$ cat config.mk
export PLATFORM = sky130hd
export DESIGN_NAME = sdio_cmd_engine
export DESIGN_NICKNAME = d
export VERILOG_FILES = /design/src/rtl/sdio_pkg.sv /design/src/rtl/sdio_crc7.sv /design/src/rtl/sdio_cmd_engine.sv
export SDC_FILE = /design/constraint.sdc
export NUM_CORES = 1
export LEC_CHECK = 0
export ABC_AREA = 1
export BUFFER_PORTS_ARGS = -buffer_cell sky130_fd_sc_hd__buf_4
export CORE_MARGIN = 1.5
export CORE_UTILIZATION = 60
export CTS_BUF_LIST = sky130_fd_sc_hd__clkbuf_8
export DETAILED_ROUTE_END_ITERATION = 6
export GPL_ROUTABILITY_DRIVEN = 1
export PLACE_DENSITY = 0.95
export SKIP_LAST_GASP = 1
export SLEW_MARGIN = 20
export SYNTH_ARGS = -nofsm -noshare
export SYNTH_HDL_FRONTEND = slang
export SYNTH_SLANG_ARGS = --single-unit
$ cat constraint.sdc
create_clock -name clk_i -period 2.3 [get_ports clk_i]
set_clock_uncertainty 0.15 [all_clocks]
set_input_delay 0.69 -clock clk_i [delete_from_list [all_inputs] [get_ports clk_i]]
set_output_delay 0.69 -clock clk_i [all_outputs]
set_load 0.01 [all_outputs]
$ cat src/rtl/sdio_pkg.sv
// Shared definitions for the SDIO command-line engine: response type codes,
// FSM state encoding, status bit positions and the CRC7 helper.
package sdio_pkg;

    // Response type codes as presented on rsp_type_i
    localparam logic [2:0] RSP_NONE     = 3'd0;
    localparam logic [2:0] RSP_48_CRC   = 3'd1;
    localparam logic [2:0] RSP_48_NOCRC = 3'd2;
    localparam logic [2:0] RSP_136      = 3'd3;
    localparam logic [2:0] RSP_48_BUSY  = 3'd4;

    // Status bit positions inside status_o
    localparam int unsigned STAT_TIMEOUT = 0;
    localparam int unsigned STAT_CRC     = 1;
    localparam int unsigned STAT_END     = 2;
    localparam int unsigned STAT_BUSY_TO = 3;

    typedef enum logic [2:0] {
        ST_IDLE    = 3'd0,
        ST_TX      = 3'd1,
        ST_TURN    = 3'd2,
        ST_RX_WAIT = 3'd3,
        ST_RX      = 3'd4,
        ST_BUSY    = 3'd5,
        ST_DONE    = 3'd6
    } state_e;

    // One serial step of CRC7, polynomial x^7 + x^3 + 1, MSB first
    function automatic logic [6:0] crc7_step(input logic [6:0] crc, input logic din);
        logic fb;
        fb = din ^ crc[6];
        return {crc[5:0], 1'b0} ^ (fb ? 7'h09 : 7'h00);
    endfunction

    // Debug view of the state. DONE lasts a single cycle and is shown with no bit set.
    function automatic logic [5:0] state_onehot(input state_e s);
        logic [5:0] oh;
        case (s)
            ST_IDLE:    oh = 6'b000001;
            ST_TX:      oh = 6'b000010;
            ST_TURN:    oh = 6'b000100;
            ST_RX_WAIT: oh = 6'b001000;
            ST_RX:      oh = 6'b010000;
            ST_BUSY:    oh = 6'b100000;
            default:    oh = 6'b000000;
        endcase
        return oh;
    endfunction

endpackage

$ cat src/rtl/sdio_crc7.sv
// Serial CRC7 accumulator. A clear together with an enable restarts the
// CRC and absorbs the current bit in the same cycle.
module sdio_crc7
    import sdio_pkg::*;
(
    input  logic       clk_i,
    input  logic       rstn_i,
    input  logic       clr_i,
    input  logic       en_i,
    input  logic       dat_i,
    output logic [6:0] crc_o
);

    logic [6:0] crc_q;
    logic [6:0] crc_d;

    // Next CRC value: restart, advance or hold
    always_comb begin
        crc_d = crc_q;
        if (clr_i) begin
            if (en_i) begin
                crc_d = crc7_step(7'h00, dat_i);
            end else begin
                crc_d = 7'h00;
            end
        end else if (en_i) begin
            crc_d = crc7_step(crc_q, dat_i);
        end else begin
            crc_d = crc_q;
        end
    end

    // CRC register
    always_ff @(posedge clk_i or negedge rstn_i) begin
        if (!rstn_i) begin
            crc_q <= 7'h00;
        end else begin
            crc_q <= crc_d;
        end
    end

    assign crc_o = crc_q;

endmodule

$ cat src/rtl/sdio_cmd_engine.sv
// SD/SDIO command-line engine: sends the 48-bit command frame, collects and
// checks the card response, handles R1b busy and reports completion.
module sdio_cmd_engine
    import sdio_pkg::*;
#(
    parameter int unsigned RSP_TIMEOUT = 64
) (
    input  logic         clk_i,
    input  logic         rstn_i,
    input  logic         start_i,
    input  logic [5:0]   cmd_op_i,
    input  logic [31:0]  cmd_arg_i,
    input  logic [2:0]   rsp_type_i,
    input  logic [19:0]  busy_timeout_i,
    input  logic         sddat0_i,
    input  logic         sdcmd_i,
    output logic         sdcmd_o,
    output logic         sdcmd_oen_o,
    output logic [127:0] rsp_data_o,
    output logic [15:0]  status_o,
    output logic         eot_o,
    output logic         err_o,
    output logic         busy_o,
    output logic [5:0]   dbg_state_o
);

    state_e         state_q, state_d;
    logic [7:0]     cnt_q, cnt_d;
    logic [19:0]    wcnt_q, wcnt_d;
    logic [2:0]     typ_q, typ_d;
    logic [39:0]    frame_q, frame_d;
    logic [126:0]   rx_sr_q, rx_sr_d;
    logic           sdcmd_q, sdcmd_d;
    logic           oen_q, oen_d;
    logic [127:0]   rsp_q, rsp_d;
    logic [15:0]    status_q, status_d;
    logic           eot_q, eot_d;
    logic           err_q, err_d;
    logic           busy_q, busy_d;
    logic [5:0]     dbg_q, dbg_d;

    logic           tx_clr_s, tx_en_s, tx_bit_s;
    logic           rx_clr_s, rx_en_s;
    logic [6:0]     tx_crc_s, rx_crc_s;
    logic [127:0]   rx_full_s;
    logic           is_r136_s;
    logic           rx_last_s;
    logic           crc_bad_s;

    sdio_crc7 u_crc_tx (
        .clk_i  (clk_i),
        .rstn_i (rstn_i),
        .clr_i  (tx_clr_s),
        .en_i   (tx_en_s),
        .dat_i  (tx_bit_s),
        .crc_o  (tx_crc_s)
    );

    sdio_crc7 u_crc_rx (
        .clk_i  (clk_i),
        .rstn_i (rstn_i),
        .clr_i  (rx_clr_s),
        .en_i   (rx_en_s),
        .dat_i  (sdcmd_i),
        .crc_o  (rx_crc_s)
    );

    // Next-state, counters, datapath and registered output values
    always_comb begin
        state_d   = state_q;
        cnt_d     = cnt_q;
        wcnt_d    = wcnt_q;
        typ_d     = typ_q;
        frame_d   = frame_q;
        rx_sr_d   = rx_sr_q;
        sdcmd_d   = sdcmd_q;
        oen_d     = oen_q;
        rsp_d     = rsp_q;
        status_d  = status_q;
        eot_d     = 1'b0;
        err_d     = 1'b0;
        tx_clr_s  = 1'b0;
        tx_en_s   = 1'b0;
        tx_bit_s  = frame_q[39];
        rx_clr_s  = 1'b0;
        rx_en_s   = 1'b0;
        crc_bad_s = 1'b0;
        rx_full_s = {rx_sr_q, sdcmd_i};
        is_r136_s = (typ_q == RSP_136);
        rx_last_s = is_r136_s ? (cnt_q == 8'd135) : (cnt_q == 8'd47);

        case (state_q)
            ST_IDLE: begin
                if (start_i) begin
                    typ_d    = (rsp_type_i > RSP_48_BUSY) ? RSP_NONE : rsp_type_i;
                    // Bits 46..8 of the frame, left-aligned; bit 47 goes out now
                    frame_d  = {1'b1, cmd_op_i, cmd_arg_i, 1'b0};
                    cnt_d    = 8'd1;
                    tx_clr_s = 1'b1;
                    tx_en_s  = 1'b1;
                    tx_bit_s = 1'b0;
                    sdcmd_d  = 1'b0;
                    oen_d    = 1'b0;
                    rsp_d    = 128'h0;
                    status_d = 16'h0000;
                    state_d  = ST_TX;
                end else begin
                    state_d  = ST_IDLE;
                end
            end

            ST_TX: begin
                cnt_d = cnt_q + 8'd1;
                if (cnt_q == 8'd40) begin
                    // CRC is complete: send its MSB, queue the rest plus end bit
                    sdcmd_d = tx_crc_s[6];
                    frame_d = {tx_crc_s[5:0], 1'b1, 33'h0};
                end else if (cnt_q < 8'd48) begin
                    sdcmd_d = frame_q[39];
                    frame_d = {frame_q[38:0], 1'b0};
                    tx_en_s = (cnt_q < 8'd40);
                end else begin
                    sdcmd_d = 1'b1;
                    oen_d   = 1'b1;
                    cnt_d   = 8'd0;
                    state_d = (typ_q == RSP_NONE) ? ST_DONE : ST_TURN;
                end
            end

            ST_TURN: begin
                if (cnt_q == 8'd1) begin
                    cnt_d   = 8'd0;
                    wcnt_d  = 20'd0;
                    state_d = ST_RX_WAIT;
                end else begin
                    cnt_d   = cnt_q + 8'd1;
                end
            end

            ST_RX_WAIT: begin
                // A start bit wins over an expiring timeout in the same cycle
                if (!sdcmd_i) begin
                    cnt_d    = 8'd1;
                    rx_sr_d  = 127'h0;
                    rx_clr_s = 1'b1;
                    rx_en_s  = !is_r136_s;
                    state_d  = ST_RX;
                end else if (wcnt_q == 20'(RSP_TIMEOUT - 1)) begin
                    status_d[STAT_TIMEOUT] = 1'b1;
                    state_d  = ST_DONE;
                end else begin
                    wcnt_d   = wcnt_q + 20'd1;
                end
            end

            ST_RX: begin
                rx_sr_d = rx_full_s[126:0];
                cnt_d   = cnt_q + 8'd1;
                if (is_r136_s) begin
                    rx_en_s = (cnt_q >= 8'd8) && (cnt_q < 8'd128);
                end else begin
                    rx_en_s = (cnt_q < 8'd40);
                end
                if (rx_last_s) begin
                    // rx_sr_q[6:0] holds response bits 7..1 at this point
                    crc_bad_s = (typ_q != RSP_48_NOCRC) && (rx_crc_s != rx_sr_q[6:0]);
                    status_d[STAT_CRC] = crc_bad_s;
                    status_d[STAT_END] = !sdcmd_i;
                    status_d[13:8]     = rx_full_s[45:40];
                    rsp_d   = is_r136_s ? rx_full_s : {96'h0, rx_full_s[39:8]};
                    cnt_d   = 8'd0;
                    wcnt_d  = 20'd0;
                    if ((typ_q == RSP_48_BUSY) && !crc_bad_s && sdcmd_i) begin
                        state_d = ST_BUSY;
                    end else begin
                        state_d = ST_DONE;
                    end
                end else begin
                    state_d = ST_RX;
                end
            end

            ST_BUSY: begin
                // Give the card two cycles to pull DAT0 low before sensing it
                if (cnt_q < 8'd2) begin
                    cnt_d   = cnt_q + 8'd1;
                end else if (sddat0_i) begin
                    state_d = ST_DONE;
                end else if ((busy_timeout_i != 20'd0) && (wcnt_q == busy_timeout_i - 20'd1)) begin
                    status_d[STAT_BUSY_TO] = 1'b1;
                    state_d = ST_DONE;
                end else begin
                    wcnt_d  = wcnt_q + 20'd1;
                end
            end

            ST_DONE: begin
                state_d = ST_IDLE;
            end

            default: begin
                state_d = ST_IDLE;
            end
        endcase

        // Completion pulse is issued as the engine enters DONE
        if ((state_d == ST_DONE) && (state_q != ST_DONE)) begin
            if (|status_d[3:0]) begin
                err_d = 1'b1;
                eot_d = 1'b0;
            end else begin
                eot_d = 1'b1;
                err_d = 1'b0;
            end
        end else begin
            eot_d = 1'b0;
            err_d = 1'b0;
        end

        busy_d = (state_d != ST_IDLE);
        dbg_d  = state_onehot(state_d);
    end

    // State, counters, datapath and output registers
    always_ff @(posedge clk_i or negedge rstn_i) begin
        if (!rstn_i) begin
            state_q  <= ST_IDLE;
            cnt_q    <= 8'd0;
            wcnt_q   <= 20'd0;
            typ_q    <= RSP_NONE;
            frame_q  <= 40'h0;
            rx_sr_q  <= 127'h0;
            sdcmd_q  <= 1'b1;
            oen_q    <= 1'b1;
            rsp_q    <= 128'h0;
            status_q <= 16'h0000;
            eot_q    <= 1'b0;
            err_q    <= 1'b0;
            busy_q   <= 1'b0;
            dbg_q    <= 6'b000001;
        end else begin
            state_q  <= state_d;
            cnt_q    <= cnt_d;
            wcnt_q   <= wcnt_d;
            typ_q    <= typ_d;
            frame_q  <= frame_d;
            rx_sr_q  <= rx_sr_d;
            sdcmd_q  <= sdcmd_d;
            oen_q    <= oen_d;
            rsp_q    <= rsp_d;
            status_q <= status_d;
            eot_q    <= eot_d;
            err_q    <= err_d;
            busy_q   <= busy_d;
            dbg_q    <= dbg_d;
        end
    end

    assign sdcmd_o     = sdcmd_q;
    assign sdcmd_oen_o = oen_q;
    assign rsp_data_o  = rsp_q;
    assign status_o    = status_q;
    assign eot_o       = eot_q;
    assign err_o       = err_q;
    assign busy_o      = busy_q;
    assign dbg_state_o = dbg_q;

endmodule

==> run_results.csv <==
group,metric,value,unit
run_status,status,"complete, but fails checks",
run_status,violations,"negative setup slack",
drt,drt_pass1_iterations,6,
place,io_buffers,214,
drt,drt_wl_total,45.4,mm
clock_network,tritoncts,"yes",
yosys,synth.distinct_cells,52,
power_and_ir_drop,p_total,23.8,mW
yosys,synthCells,1821,
clock_network,htree_levels,2,
sta,worstMarginPinSlew,924,ps
floorplanning,core,27000,um2
yosys,seq_area_frac_synth,0.550,
layout,nets,2170,
critical_path,crit_arrival,2720,ps
place,hpwlAfterDp,28.9,mm
critical_path,path_max_fanout,7,
global_route,first_global_vias,14493,
layout,drive_above_1_share,0.249,
global_route,track_usage,0.309,
sta,period_minus_slack,2410,ps
job,maxCapViolCount,0,
critical_path,r2r-start,"typ_q[2]",
drt,wl_per_cell,18.4,um
floorplanning,die_area,28600,um2
layout,fillers,1636,
sta,rsz0062_at_grt,"yes",
floorplanning,fp-row-count,60,
hold_path,hold_end,"frame_q[1]",
critical_path,r2r_slack,-110,ps
floorplanning,ios,221,
power_and_ir_drop,p_leak,10.2,nW
floorplanning,die-width,169,um
floorplanning,die_h,169,um
yosys,avgSynthCellArea,9.08,um2
layout,post-route-util,0.768,
critical_path,r2r_cells,13,
sta,finalHoldViolCount,0,
yosys,synth_area,16500,um2
place,place_congestion,0.901,
yosys,async_reset_ff_frac,1.00,
critical_path,endpoint_kind,"flip-flop",
sta,relSlewSlack,0.384,
drt,routed-via-count,15029,
layout,antenna_cells,0,
global_route,overflow,0,
critical_path,startpoint_type,"flip-flop",
sta,max_freq,0.416,GHz
power_and_ir_drop,peakVddDrop,1.13,mV
critical_path,critPathKind,"flip-flop to flip-flop",
yosys,synth_enable_flop_cells,0,
floorplanning,initial_utilization,0.612,
drt,drc,0,
yosys,synth_ff_type,"dfrtp_1",
sta,finalCritPeriodShare,1.05,
critical_path,critPathRequiredTime,2620,ps
clock_network,cts_root_buffer,"clkbuf_8",
clock_network,cts.sinks,363,
drt,routed_via_density,6.07,
hold_path,holdPathStages,3,
sta,setup_viol,22,
clock_network,cts_buffer_depth,3,
drt,drt_iter0_drc,1682,
clock_network,numCtsBuffers,57,
power_and_ir_drop,p_per_area,1150,nW/um2
hold_path,worstHoldStart,"cmd_arg_i[0]",
yosys,ys_seq_elements,363,
layout,area_delta_synth_final,25.6,%
global_route,grt_max_degree,128,
clock_network,clk_latency,590,ps
sta,timing.final.ws_setup,-106,ps
global_route,grt_pass1_wl,71.6,mm
hold_path,hold_path_class,"primary input to flip-flop",
clock_network,clkTransAtPathRegs,60,ps
yosys,yosys_warnings,0,
drt,drtAntennaViolNets,0,
sta,finalMaxSlewViolations,0,
global_route,antenna_found_initial,0,
critical_path,reg2reg_to,"wcnt_q[11]",
==> cell type report <==
type | instances | area, um2 | share of cell area
sequential | 363 | 9090 | 0.438
multi-input combinational | 1105 | 6380 | 0.307
timing repair buffer | 328 | 2770 | 0.133
clock buffer | 71 | 977 | 0.0471
inverter | 240 | 948 | 0.0457
tap | 341 | 427 | 0.0206
clock inverter | 25 | 144 | 0.00693
timing repair inverter | 2 | 20.0 | 0.000964
==> Yosys cell counts, drive strengths merged, types with 2 or more instances <==
cell type,n,area share
xnor2,13,0.0069
and2,2,0.00076
dfrtp,360,0.54
buf,40,0.014
nor3,21,0.0070
o21ai,76,0.026
o211ai,34,0.015
a31oi,32,0.012
inv,239,0.054
nand4,23,0.0087
clkbuf,78,0.018
nor4,5,0.0028
nand2,402,0.093
o21bai,2,0.00091
a21oi,18,0.0057
nand3b,5,0.0023
xor2,26,0.014
dfstp,3,0.0048
o41ai,91,0.048
o31ai,11,0.0050
nand3,60,0.021
o221ai,2,0.0011
nor2,125,0.032
o22ai,138,0.052
ha,7,0.0053
==> registers in the layout, summed over array words and instances, names as in the netlist, 3 cells and up <==
signal	count
dbg_state_o	6
rx_sr_q	127
cnt_q	8
u_crc_tx.crc_o	7
u_crc_rx.crc_o	7
wcnt_q	20
state_q	3
status_o	10
frame_q	39
typ_q	3
rsp_data_o	128
==> timing repair <==
item,4_1_cts,5_1_grt
cloned,0,3
hold buffers,1,0
setup buffers,0,11
setup endpoints to repair,31,146
resized for setup,14,74
pin swaps,0,16
endpoints found under the hold margin,33,0
==> placed cells by master (no fill, tap or decap), drive strengths merged <==
cell	Yosys	final
a211o	1	1
a211oi	1	1
a21oi	18	18
a221oi	1	1
a22oi	1	1
a31oi	32	32
and2	2	2
buf	40	326
bufinv	0	1
clkbuf	78	72
clkinv	1	3
clkinvlp	0	2
conb	1	6
dfrtp	360	360
dfstp	3	3
dlygate4sd3	0	1
ha	7	7
inv	239	261
nand2	402	402
nand3	60	60
nand3b	5	5
nand4	23	23
nor2	125	125
nor3	21	21
nor4	5	5
o211ai	34	34
o21ai	76	76
o21bai	2	2
o221ai	2	2
o22ai	138	138
o31ai	11	11
o32ai	1	1
o41ai	91	91
or2	1	1
xnor2	13	13
xor2	26	26
==> worst max path at each step <==
| stage | cells past startpoint | start | slack, ps | to |
|---|---|---|---|---|
| CTS | 9 | cnt_q[0] | 2 | rsp_data_o[68] |
| detailed placement | 16 | busy_timeout_i[1] | -540 | wcnt_q[4] |
| global placement | 17 | busy_timeout_i[1] | -450 | wcnt_q[8] |
| floorplan | 16 | busy_timeout_i[1] | -190 | wcnt_q[0] |
| finish | 13 | typ_q[2] | -110 | wcnt_q[11] |
| global route | 13 | typ_q[2] | -250 | wcnt_q[11] |
==> worst max-delay path, cell delays in order (launching register included) <==
cell and delay (ps):
dfrtp_1 420, inv_1 130, nand3_4 120, nand2_1 80
nand3_1 70, nor2_1 130, nand3_1 140, nand2_2 100
nand2_1 80, nor4_4 200, o21ai_4 110, buf_6 150
clkbuf_16 150, o31ai_1 250
==> cell families (layout without fill, tap and decap cells) <==
| kind of cell | count (synthesis) | after routing | synth area share |
|---|---|---|---|
| other | 1 | 6 | 0.000227 |
| xor gates and xnor gates | 39 | 39 | 0.0207 |
| and+or+nand+nor | 644 | 644 | 0.168 |
| adders and majority gates | 7 | 7 | 0.00530 |
| buffers and inverters | 358 | 666 | 0.0863 |
| AOI/OAI and AO/OA | 409 | 409 | 0.170 |
| DFF | 363 | 363 | 0.550 |
==> metrics by stage <==
| step | instance area, um2 | TNS (ps) | std cells | hold slack, ps | worst slack, ps |
|---|---|---|---|---|---|
| 2_1_floorplan | 16600 | -3030 | 1826 | 244 | -193 |
| 3_3_place_gp | 19200 | -12630 | 2364 | 312 | -446 |
| 3_5_place_dp | 19200 | -15490 | 2364 | 317 | -543 |
| 4_1_cts | 20400 | 0 | 2461 | 136 | 2.08 |
| 5_1_grt | 20800 | -5070 | 2475 | 140 | -253 |
| 6_report | 20800 | -1030 | 2475 | 162 | -106 |
==> where the power goes <==
part           internal (mW)  switching, mW  total (mW)
Sequential              8.16          0.888        9.04
Combinational           3.33           6.05        9.38
Clock                   2.88           2.51        5.38
Total                   14.4           9.45        23.8
==> metal layers <==
metal,share of wire,track usage,up-vias
li1,-,-,6748
met1,0.38,0.401,7239
met2,0.50,0.525,877
met3,0.079,0.0512,165
met4,0.036,0.122,0
met5,0,0,-
Note: power is estimated with default switching activity, not from simulation.
